## config.mk

```make
export PLATFORM = sky130hd
export DESIGN_NAME = pipe_stage_reg
export DESIGN_NICKNAME = d
export VERILOG_FILES = /design/src/rtl/pipe_stage_reg_pkg.sv /design/src/rtl/pipe_stage_reg_sat_counter.sv /design/src/rtl/pipe_stage_reg.sv
export SDC_FILE = /design/constraint.sdc
export NUM_CORES = 1
export LEC_CHECK = 0
export CELL_PAD_IN_SITES_DETAIL_PLACEMENT = 0
export CELL_PAD_IN_SITES_GLOBAL_PLACEMENT = 2
export CORE_MARGIN = 3
export CORE_UTILIZATION = 34
export DETAILED_ROUTE_END_ITERATION = 10
export PLACE_DENSITY = 0.85
export SYNTH_ARGS = -nofsm -noshare
export SYNTH_HDL_FRONTEND = slang
export SYNTH_HIERARCHICAL = 1
export SYNTH_SLANG_ARGS = --single-unit
```

## constraint.sdc

```tcl
create_clock -name Clk -period 2.85 [get_ports Clk]
set_clock_uncertainty 0.2 [all_clocks]
set_input_delay 0.7125 -clock Clk [delete_from_list [all_inputs] [get_ports Clk]]
set_output_delay 0.7125 -clock Clk [all_outputs]
set_load 0.05 [all_outputs]
```

## src/rtl/pipe_stage_reg_pkg.sv

```systemverilog
// Shared types for the generic pipeline stage register: occupancy states and
// the LC-3b stage payload structs with their bubble / keep-mask constants.
package pipe_stage_reg_pkg;

  typedef enum logic [1:0] {
    ST_EMPTY = 2'd0,
    ST_ONE   = 2'd1,
    ST_FULL  = 2'd2
  } occ_state_t;

  function automatic logic [1:0] occ_count(input occ_state_t s);
    logic [1:0] n;
    n = 2'd0;
    case (s)
      ST_ONE:  n = 2'd1;
      ST_FULL: n = 2'd2;
      default: n = 2'd0;
    endcase
    return n;
  endfunction

  typedef enum logic [3:0] {
    op_br   = 4'b0000,
    op_add  = 4'b0001,
    op_ldb  = 4'b0010,
    op_stb  = 4'b0011,
    op_jsr  = 4'b0100,
    op_and  = 4'b0101,
    op_ldr  = 4'b0110,
    op_str  = 4'b0111,
    op_rti  = 4'b1000,
    op_not  = 4'b1001,
    op_ldi  = 4'b1010,
    op_sti  = 4'b1011,
    op_jmp  = 4'b1100,
    op_shf  = 4'b1101,
    op_lea  = 4'b1110,
    op_trap = 4'b1111
  } lc3b_opcode_t;

  typedef struct packed {
    logic [15:0] pc;
    logic [15:0] ir;
  } lc3b_if_id_t;

  typedef struct packed {
    logic [15:0]  pc;
    lc3b_opcode_t opcode;
    logic [2:0]   nzp;
    logic [2:0]   dr;
    logic [15:0]  sr1_data;
    logic [15:0]  sr2_data;
    logic [15:0]  imm;
    logic         ld_reg;
    logic         ld_cc;
    logic         mem_read;
    logic         mem_write;
  } lc3b_id_ex_t;

  typedef struct packed {
    logic [15:0]  pc;
    lc3b_opcode_t opcode;
    logic [2:0]   nzp;
    logic [2:0]   dr;
    logic [15:0]  alu_out;
    logic [15:0]  store_data;
    logic         ld_reg;
    logic         ld_cc;
    logic         mem_read;
    logic         mem_write;
  } lc3b_ex_mem_t;

  typedef struct packed {
    logic [15:0]  pc;
    lc3b_opcode_t opcode;
    logic [2:0]   dr;
    logic [15:0]  wb_data;
    logic         ld_reg;
    logic         ld_cc;
  } lc3b_mem_wb_t;

  // A BR with nzp=000 never branches, so an all-zero control word is a NOP.
  localparam lc3b_if_id_t IF_ID_BUBBLE = '0;
  localparam lc3b_if_id_t IF_ID_KEEP = '{pc: 16'hFFFF, ir: 16'h0000};

  localparam lc3b_id_ex_t ID_EX_BUBBLE = '{
    pc: 16'h0000, opcode: op_br, nzp: 3'b000, dr: 3'd0,
    sr1_data: 16'h0000, sr2_data: 16'h0000, imm: 16'h0000,
    ld_reg: 1'b0, ld_cc: 1'b0, mem_read: 1'b0, mem_write: 1'b0
  };
  localparam lc3b_id_ex_t ID_EX_KEEP = '{
    pc: 16'hFFFF, opcode: op_br, nzp: 3'b000, dr: 3'd0,
    sr1_data: 16'h0000, sr2_data: 16'h0000, imm: 16'h0000,
    ld_reg: 1'b0, ld_cc: 1'b0, mem_read: 1'b0, mem_write: 1'b0
  };

  localparam lc3b_ex_mem_t EX_MEM_BUBBLE = '{
    pc: 16'h0000, opcode: op_br, nzp: 3'b000, dr: 3'd0,
    alu_out: 16'h0000, store_data: 16'h0000,
    ld_reg: 1'b0, ld_cc: 1'b0, mem_read: 1'b0, mem_write: 1'b0
  };
  localparam lc3b_ex_mem_t EX_MEM_KEEP = '{
    pc: 16'hFFFF, opcode: op_br, nzp: 3'b000, dr: 3'd0,
    alu_out: 16'h0000, store_data: 16'h0000,
    ld_reg: 1'b0, ld_cc: 1'b0, mem_read: 1'b0, mem_write: 1'b0
  };

  localparam lc3b_mem_wb_t MEM_WB_BUBBLE = '{
    pc: 16'h0000, opcode: op_br, dr: 3'd0, wb_data: 16'h0000,
    ld_reg: 1'b0, ld_cc: 1'b0
  };
  localparam lc3b_mem_wb_t MEM_WB_KEEP = '{
    pc: 16'hFFFF, opcode: op_br, dr: 3'd0, wb_data: 16'h0000,
    ld_reg: 1'b0, ld_cc: 1'b0
  };

endpackage

```

## src/rtl/pipe_stage_reg_sat_counter.sv

```systemverilog
// Unsigned event counter that sticks at all-ones instead of wrapping.
module sat_counter #(
  parameter int unsigned W = 16
) (
  input  logic         Clk,
  input  logic         nReset,
  input  logic         inc,
  input  logic         clear,
  output logic [W-1:0] count
);

  localparam logic [W-1:0] MAX = {W{1'b1}};
  localparam logic [W-1:0] ONE = {{(W-1){1'b0}}, 1'b1};

  always_ff @(posedge Clk or negedge nReset) begin
    if (!nReset) begin
      count <= '0;
    end else if (clear) begin
      count <= '0;
    end else if (inc && (count != MAX)) begin
      count <= count + ONE;
    end
  end

endmodule

```

## src/rtl/pipe_stage_reg.sv

```systemverilog
// Generic pipeline stage register: valid/ready handshake with a 2-entry skid
// buffer, flush with optional bubble injection, and saturating perf counters.
module pipe_stage_reg
  import pipe_stage_reg_pkg::*;
#(
  parameter int unsigned       DATA_W      = 64,
  parameter logic [DATA_W-1:0] BUBBLE      = '0,
  parameter logic [DATA_W-1:0] KEEP_MASK   = '0,
  parameter bit                EMIT_BUBBLE = 1'b1,
  parameter int unsigned       CNT_W       = 16
) (
  input  logic              Clk,
  input  logic              nReset,
  input  logic              iValid,
  output logic              oReady,
  input  logic [DATA_W-1:0] iData,
  input  logic              iFlush,
  output logic              oValid,
  input  logic              iReady,
  output logic [DATA_W-1:0] oData,
  output logic [1:0]        oCount,
  output logic [CNT_W-1:0]  oStallCnt,
  output logic [CNT_W-1:0]  oFlushCnt
);

  occ_state_t        state_q;
  occ_state_t        state_n;
  logic [DATA_W-1:0] main_q;
  logic [DATA_W-1:0] main_n;
  logic [DATA_W-1:0] skid_q;
  logic [DATA_W-1:0] skid_n;
  logic              ready_q;
  logic              in_fire;
  logic              out_fire;
  logic [DATA_W-1:0] bubble_word;

  assign oValid      = (state_q != ST_EMPTY);
  assign oReady      = ready_q;
  assign oData       = main_q;
  assign oCount      = occ_count(state_q);
  assign in_fire     = iValid && ready_q;
  assign out_fire    = oValid && iReady;
  assign bubble_word = (BUBBLE & ~KEEP_MASK) | (iData & KEEP_MASK);

  // Flush overrides every transfer; entries that stay unoccupied hold their value.
  always_comb begin
    state_n = state_q;
    main_n  = main_q;
    skid_n  = skid_q;
    if (iFlush) begin
      if (EMIT_BUBBLE) begin
        state_n = ST_ONE;
        main_n  = bubble_word;
      end else begin
        state_n = ST_EMPTY;
      end
    end else begin
      case (state_q)
        ST_EMPTY: begin
          if (in_fire) begin
            main_n  = iData;
            state_n = ST_ONE;
          end
        end
        ST_ONE: begin
          if (in_fire && out_fire) begin
            main_n = iData;
          end else if (in_fire) begin
            skid_n  = iData;
            state_n = ST_FULL;
          end else if (out_fire) begin
            state_n = ST_EMPTY;
          end
        end
        ST_FULL: begin
          if (out_fire) begin
            main_n  = skid_q;
            state_n = ST_ONE;
          end
        end
        default: state_n = ST_EMPTY;
      endcase
    end
  end

  // Ready is registered from the next state so iReady never reaches oReady combinationally.
  always_ff @(posedge Clk or negedge nReset) begin
    if (!nReset) begin
      state_q <= ST_EMPTY;
      main_q  <= BUBBLE;
      skid_q  <= BUBBLE;
      ready_q <= 1'b1;
    end else begin
      state_q <= state_n;
      main_q  <= main_n;
      skid_q  <= skid_n;
      ready_q <= (state_n != ST_FULL);
    end
  end

  sat_counter #(.W(CNT_W)) u_stall_cnt (
    .Clk    (Clk),
    .nReset (nReset),
    .inc    (oValid && !iReady),
    .clear  (1'b0),
    .count  (oStallCnt)
  );

  sat_counter #(.W(CNT_W)) u_flush_cnt (
    .Clk    (Clk),
    .nReset (nReset),
    .inc    (iFlush),
    .clear  (1'b0),
    .count  (oFlushCnt)
  );

endmodule

```

==> Yosys cells after proc, flatten, opt, wreduce, memory -nomap -nowiden <==
Index checks and enable logic that the tools add are counted.
{ "word_totals": {"wordCells": 43, "in_bits": 69, "output_inout_bits": 100, "register_bits": 163} }
{ "classes": {"bitwise_logic": 2, "mux": 13, "n_reduce_logical": 12, "eq_ne": 8, "addsub": 2} }
{ "op_table": {"columns": ["cell", "n"], "rows": [
  ["two-way mux 64 bit", 4],
  ["case mux 64 bit (3 select lines)", 1],
  ["adder 16 x 1 -> 16 bit (second input constant)", 2],
  ["!= test 16 bit (second input constant)", 2],
  ["two-way mux 2 bit", 6],
  ["!= test 3 bit (second input constant)", 3],
  ["AND reduction 4 bit", 2],
  ["logical AND 1 bit", 6],
  ["case mux 2 bit (3 select lines)", 1],
  ["case mux 2 bit (2 select lines)", 1],
  ["nonzero test 4 bit", 1],
  ["equality test 2 x 1 -> 1 bit (second input constant)", 1],
  ["equality test 2 bit (second input constant)", 1],
  ["logical NOT 2 bit", 1],
  ["!= test 2 bit (second input constant)", 1],
  ["inverter 1 bit", 2],
  ["nonzero test 2 bit", 1],
  ["logical NOT 1 bit", 1]
]} }

==> Depth between registers and ports, before layout <==
{ "logic_depth": {"word_depth": 8, "ltp_mapped": 7, "ltp_nobuf": 5} }

==> Cells and area by module <==
Netlist, hierarchy kept.
{ "by_module_without_submodules": {"columns": ["mod", "seq_area_each_um2", "cells_per_inst", "n_inst", "area_each_um2"], "rows": [
  ["pipe_stage_reg", 3279.4, 461, 1, 6264.8],
  ["sat_counter", 400.4, 98, 2, 942.2]
]} }

==> Worst setup path after synthesis <==
OpenSTA, ideal clock, no wires.
{ "synth_timing": {"kind": "register to register", "startpoint": "register u_flush_cnt.count[0]", "endpoint": "register u_flush_cnt.count[15]", "setup_ps": 128, "path_buffers": 0, "setup_slack_ps": 534, "t_arrival_ps": 1988, "path_stages_with_launch": 6, "t_required_ps": 2522, "synth_period_minus_slack_ps": 2316, "cell_sequence": "dfrtp_1 > ha_1 > nand4_2 > nor4_4 > nor4_1 > mux2_1"} }
{ "synth_between": {"elab_chain_len": 2, "elab_cells_between_ends": 3, "classes_between": "1 x add/sub; 1 x eq/ne; 1 x reduce/logical"} }
{ "synth_rtl": {"columns": ["item", "line", "source"], "rows": [
  ["start, declared", "pipe_stage_reg_sat_counter.sv:9", "output logic [W-1:0] count"],
  ["start signal, assigned", "pipe_stage_reg_sat_counter.sv:21", "count <= count + ONE;"],
  ["parallel branches: the longest is 2 deep, another holds adder 16 x 1 -> 16 bit", null, null]
]} }
Several ways; the timed one is not identified.
A chain may end at the register's enable or synchronous reset.

==> Final worst setup path <==
{ "layout_timing": {"startpoint": "register ready_q, in the netlist oReady", "endpoint": "output oReady"} }
{ "layout_rtl": {"columns": ["item", "line", "source"], "rows": [
  ["start, declared", "pipe_stage_reg.sv:32", "logic ready_q;"],
  ["start signal, assigned", "pipe_stage_reg.sv:97", "ready_q <= (state_n != ST_FULL);"],
  ["end, declared", "pipe_stage_reg.sv:15", "output logic oReady,"]
]} }
No word-level cell between the ends.

==> results.sh <==
export IMPL_drtIter0Drc=342
export IMPL_clkPwrFrac=0.360
export IMPL_fin_crit_ps=2700
export IMPL_synth_avg_cell_area_um2=12.4
export IMPL_fin_nets=888
export IMPL_hold_class="register to register"
export IMPL_antenna_found_initial=2
export IMPL_clockBufferDepth=2
export IMPL_cp_num_buf_inv=1
export IMPL_path_cells="clkdlybuf4s50_1"
export IMPL_pre_cts_ws_ps=104
export IMPL_grt_overflow_total=0
export IMPL_end_kind="output pin"
export IMPL_worstPathArrival_ps=1790
export IMPL_synth_flop_cell="dfrtp_1"
export IMPL_comb_power_share=0.216
export IMPL_final_setup_tns_ps=0
export IMPL_start_kind="register"
export IMPL_coreArea_um2=23500
export IMPL_worst_pin_slew_ps=745
export IMPL_detail_route_wl_per_cell_um=19.3
export IMPL_critPathMaxStageDelay_ps=810
export IMPL_core_rowCount=56
export IMPL_wl_mm=22.2
export IMPL_yosysSeqAreaShare=0.501
export IMPL_yosysUniqueCellTypes=44
export IMPL_grt_max_degree=60
export IMPL_firstDrtPassIters=6
export IMPL_drcViolationCount=0
export IMPL_synthTopCellsByArea="dfrtp_1 (50%), mux2_4 (9.2%), mux2i_1 (7.9%)"
export IMPL_grt_setup_unrepaired="false"
export IMPL_grt_pass1_wl_mm=35.8
export IMPL_initial_core_util=0.346
export IMPL_place_gp_congestion=0.792
export IMPL_p_switching_mw=1.95
export IMPL_p_leak_nw=4.41
export IMPL_chipWidth_um=161
export IMPL_crit_slowest_cell="clkdlybuf4s50_1"
export IMPL_crit_fanout=5
export IMPL_cts_tree="yes"
export IMPL_portBuffers=168
export IMPL_synthesis_area_um2=8150
export IMPL_grt_pass1_vias=6375
export IMPL_n_antenna_cell=0
export IMPL_synth_edff_count=0
export IMPL_p_seq_frac=0.423
export IMPL_maxCapViolCount=0
export IMPL_worstSetupStartpoint="oReady$_DFF_PN1_"
export IMPL_synthCells=657
export IMPL_synth_area_leader_cell="dfrtp_1"
export IMPL_via_per_inst=5.43
export IMPL_netSwitchingFraction=0.286
export IMPL_final_hold_violation_count=0
export IMPL_async_reset_ff_frac=1.00
export IMPL_cts_sinks=163
export IMPL_num_fill_cells=2211
export IMPL_dieArea_um2=25900
export IMPL_areaGrowthSynthToFinish_pct=33.9
export IMPL_synth_top_cell_area_share=0.497
export IMPL_maxSlewHeadroom=0.500
export IMPL_synth_ff_latch_count=163
export IMPL_drive_above_1_share=0.171
export IMPL_report_final_slew_viol_count=0
export IMPL_setup_violations=0
export IMPL_grt_use_total=0.172
export IMPL_ys_warn_count=6
export IMPL_hpwlAfterDp_mm=14.6
export IMPL_vias=6235
export IMPL_path_clk_slew_ps=70
export IMPL_postRouteAntennaNets=0
export IMPL_fmax_ghz=0.370
export IMPL_clock_latency_ps=420
export IMPL_fin_crit_sh=0.949
export IMPL_p_int_mw=4.86
export IMPL_timing_final_ws_setup_ps=146
export IMPL_path_delay_family="buffers and inverters"
export IMPL_rr_startpoint="u_stall_cnt/count[0]$_DFFE_PN0P_"
export IMPL_die_h_um=161
export IMPL_critPathKind="register to output pin"
export IMPL_cts_htree_levels=4
export IMPL_io_pins=169
export IMPL_power_density_nw_per_um2=624
export IMPL_cp_required_ps=1940
export IMPL_reg2reg_slack_ps=450
export IMPL_numCtsBuffers=17
export IMPL_status="finished, final reports clean"
export IMPL_cts_root_buffer="clkbuf_16"
export IMPL_worstHoldStart="skid_q[5]$_DFFE_PN0P_"
export IMPL_vdd_drop_max_mv=0.323
-- registers in the layout, indices dropped and copies added (netlist names) --
| signal | flops |
|---|---|
| oData | 64 |
| skid_q | 64 |
| u_flush_cnt/count | 16 |
| u_stall_cnt/count | 16 |
| state_q | 2 |
| oReady | 1 |
-- final cells by class --
type                    count  area, um2  share of cell area
repair buffers            200       2030               0.186
flip-flops and latches    163       4080               0.374
clock buffers              21        450              0.0413
inverters                   8       32.5             0.00298
well taps                 319        399              0.0366
clock inverters            11        176              0.0162
multi-input cells         427       3740               0.343
-- power groups by stage --
stage	combinational, mW	sequential (mW)	clock (mW)
after floorplan	0.652	3.18	0
after detailed placement	1.49	2.91	0
after global placement	1.46	2.91	0
after global routing	1.57	2.92	2.60
final	1.47	2.88	2.45
after CTS	1.49	2.88	2.53
-- cell usage in the layout (no fill, tap or decap), types with 3 or more instances in the layout --
cell type / netlist / final
dfrtp_1: 162 / 162
mux2i_1: 64 / 64
a21oi_1: 23 / 23
clkinvlp_4: 0 / 3
buf_12: 0 / 9
nand2_1: 14 / 14
clkdlybuf4s50_1: 0 / 163
mux2_4: 50 / 50
nand3_1: 7 / 7
or4_1: 10 / 10
and3_1: 4 / 4
or3_1: 4 / 4
or4_2: 4 / 4
inv_1: 7 / 7
mux2_1: 18 / 18
bufinv_16: 0 / 4
o2111ai_1: 46 / 46
and4_2: 4 / 4
nand4_1: 12 / 12
nand3b_1: 4 / 4
o31ai_1: 60 / 60
nor4_1: 8 / 8
conb_1: 1 / 4
nor2_1: 8 / 8
o21ai_1: 7 / 7
mux2_2: 4 / 4
a211oi_1: 37 / 37
nor2b_1: 11 / 10
clkbuf_1: 34 / 3
clkbuf_16: 0 / 17
buf_4: 14 / 24
-- cells by family (layout without fill, tap and decap cells) --
group,after synthesis,count (layout),synth area share
compound gates,181,181,0.167
flops,163,163,0.501
mux,136,136,0.201
simple gates,104,104,0.0844
buf+inv,70,240,0.0430
fa+ha+maj,2,2,0.00307
other cells,1,4,0.000460
-- path summary, 6_finish.rpt --
| kind | end | cells past startpoint |
|---|---|---|
| max | oReady | 1 |
| min | skid_q[5]$_DFFE_PN0P_ | 1 |
| min reg2reg | skid_q[5]$_DFFE_PN0P_ | 1 |
| max in group asynchronous | oData[38]$_DFFE_PN0P_ | 3 |
| min in group asynchronous | u_flush_cnt/count[8]$_DFFE_PN0P_ | 2 |
| max reg2reg | u_stall_cnt/count[15]$_DFFE_PN0P_ | 5 |
-- metrics by stage --
step	power (mW)	hold WS (ps)	instance area [um2]	util	std cells
2_1_floorplan	3.83	217	8160	-	660
3_3_place_gp	4.37	273	10300	0.436	1116
3_5_place_dp	4.40	285	10300	0.436	1116
4_1_cts	6.89	300	10900	0.463	1149
5_1_grt	7.09	311	10900	0.464	1149
6_report	6.81	295	10900	0.464	1149
-- synth_stat cells (3+ instances only) --
library cell  instances
dfrtp_1             162
mux2i_1              64
o31ai_1              60
mux2_4               50
o2111ai_1            46
a211oi_1             37
clkbuf_1             34
a21oi_1              23
mux2_1               18
buf_4                14
nand2_1              14
nand4_1              12
buf_2                11
nor2b_1              11
or4_1                10
nor2_1                8
nor4_1                8
inv_1                 7
nand3_1               7
o21ai_1               7
and3_1                4
and4_2                4
mux2_2                4
nand3b_1              4
or3_1                 4
or4_2                 4
a211oi_2              3
-- what timing repair did --
action / CTS / global route
endpoints found under the hold margin: 6 / 0
hold buffers: 1 / 0
gates resized for setup: 0 / 1
setup buffers: 0 / 0
setup endpoints to repair: 0 / 1
-- metal layers --
| layer | GRT usage | vias up | wire length [um] |
|---|---|---|---|
| met5 | 0 | - | 27 |
| met4 | 0.0309 | 4 | 100 |
| met3 | 0.0444 | 12 | 1180 |
| met2 | 0.265 | 172 | 10200 |
| met1 | 0.247 | 3165 | 10700 |
| li1 | - | 2882 | - |
Power figures use the tool's default switching activity.
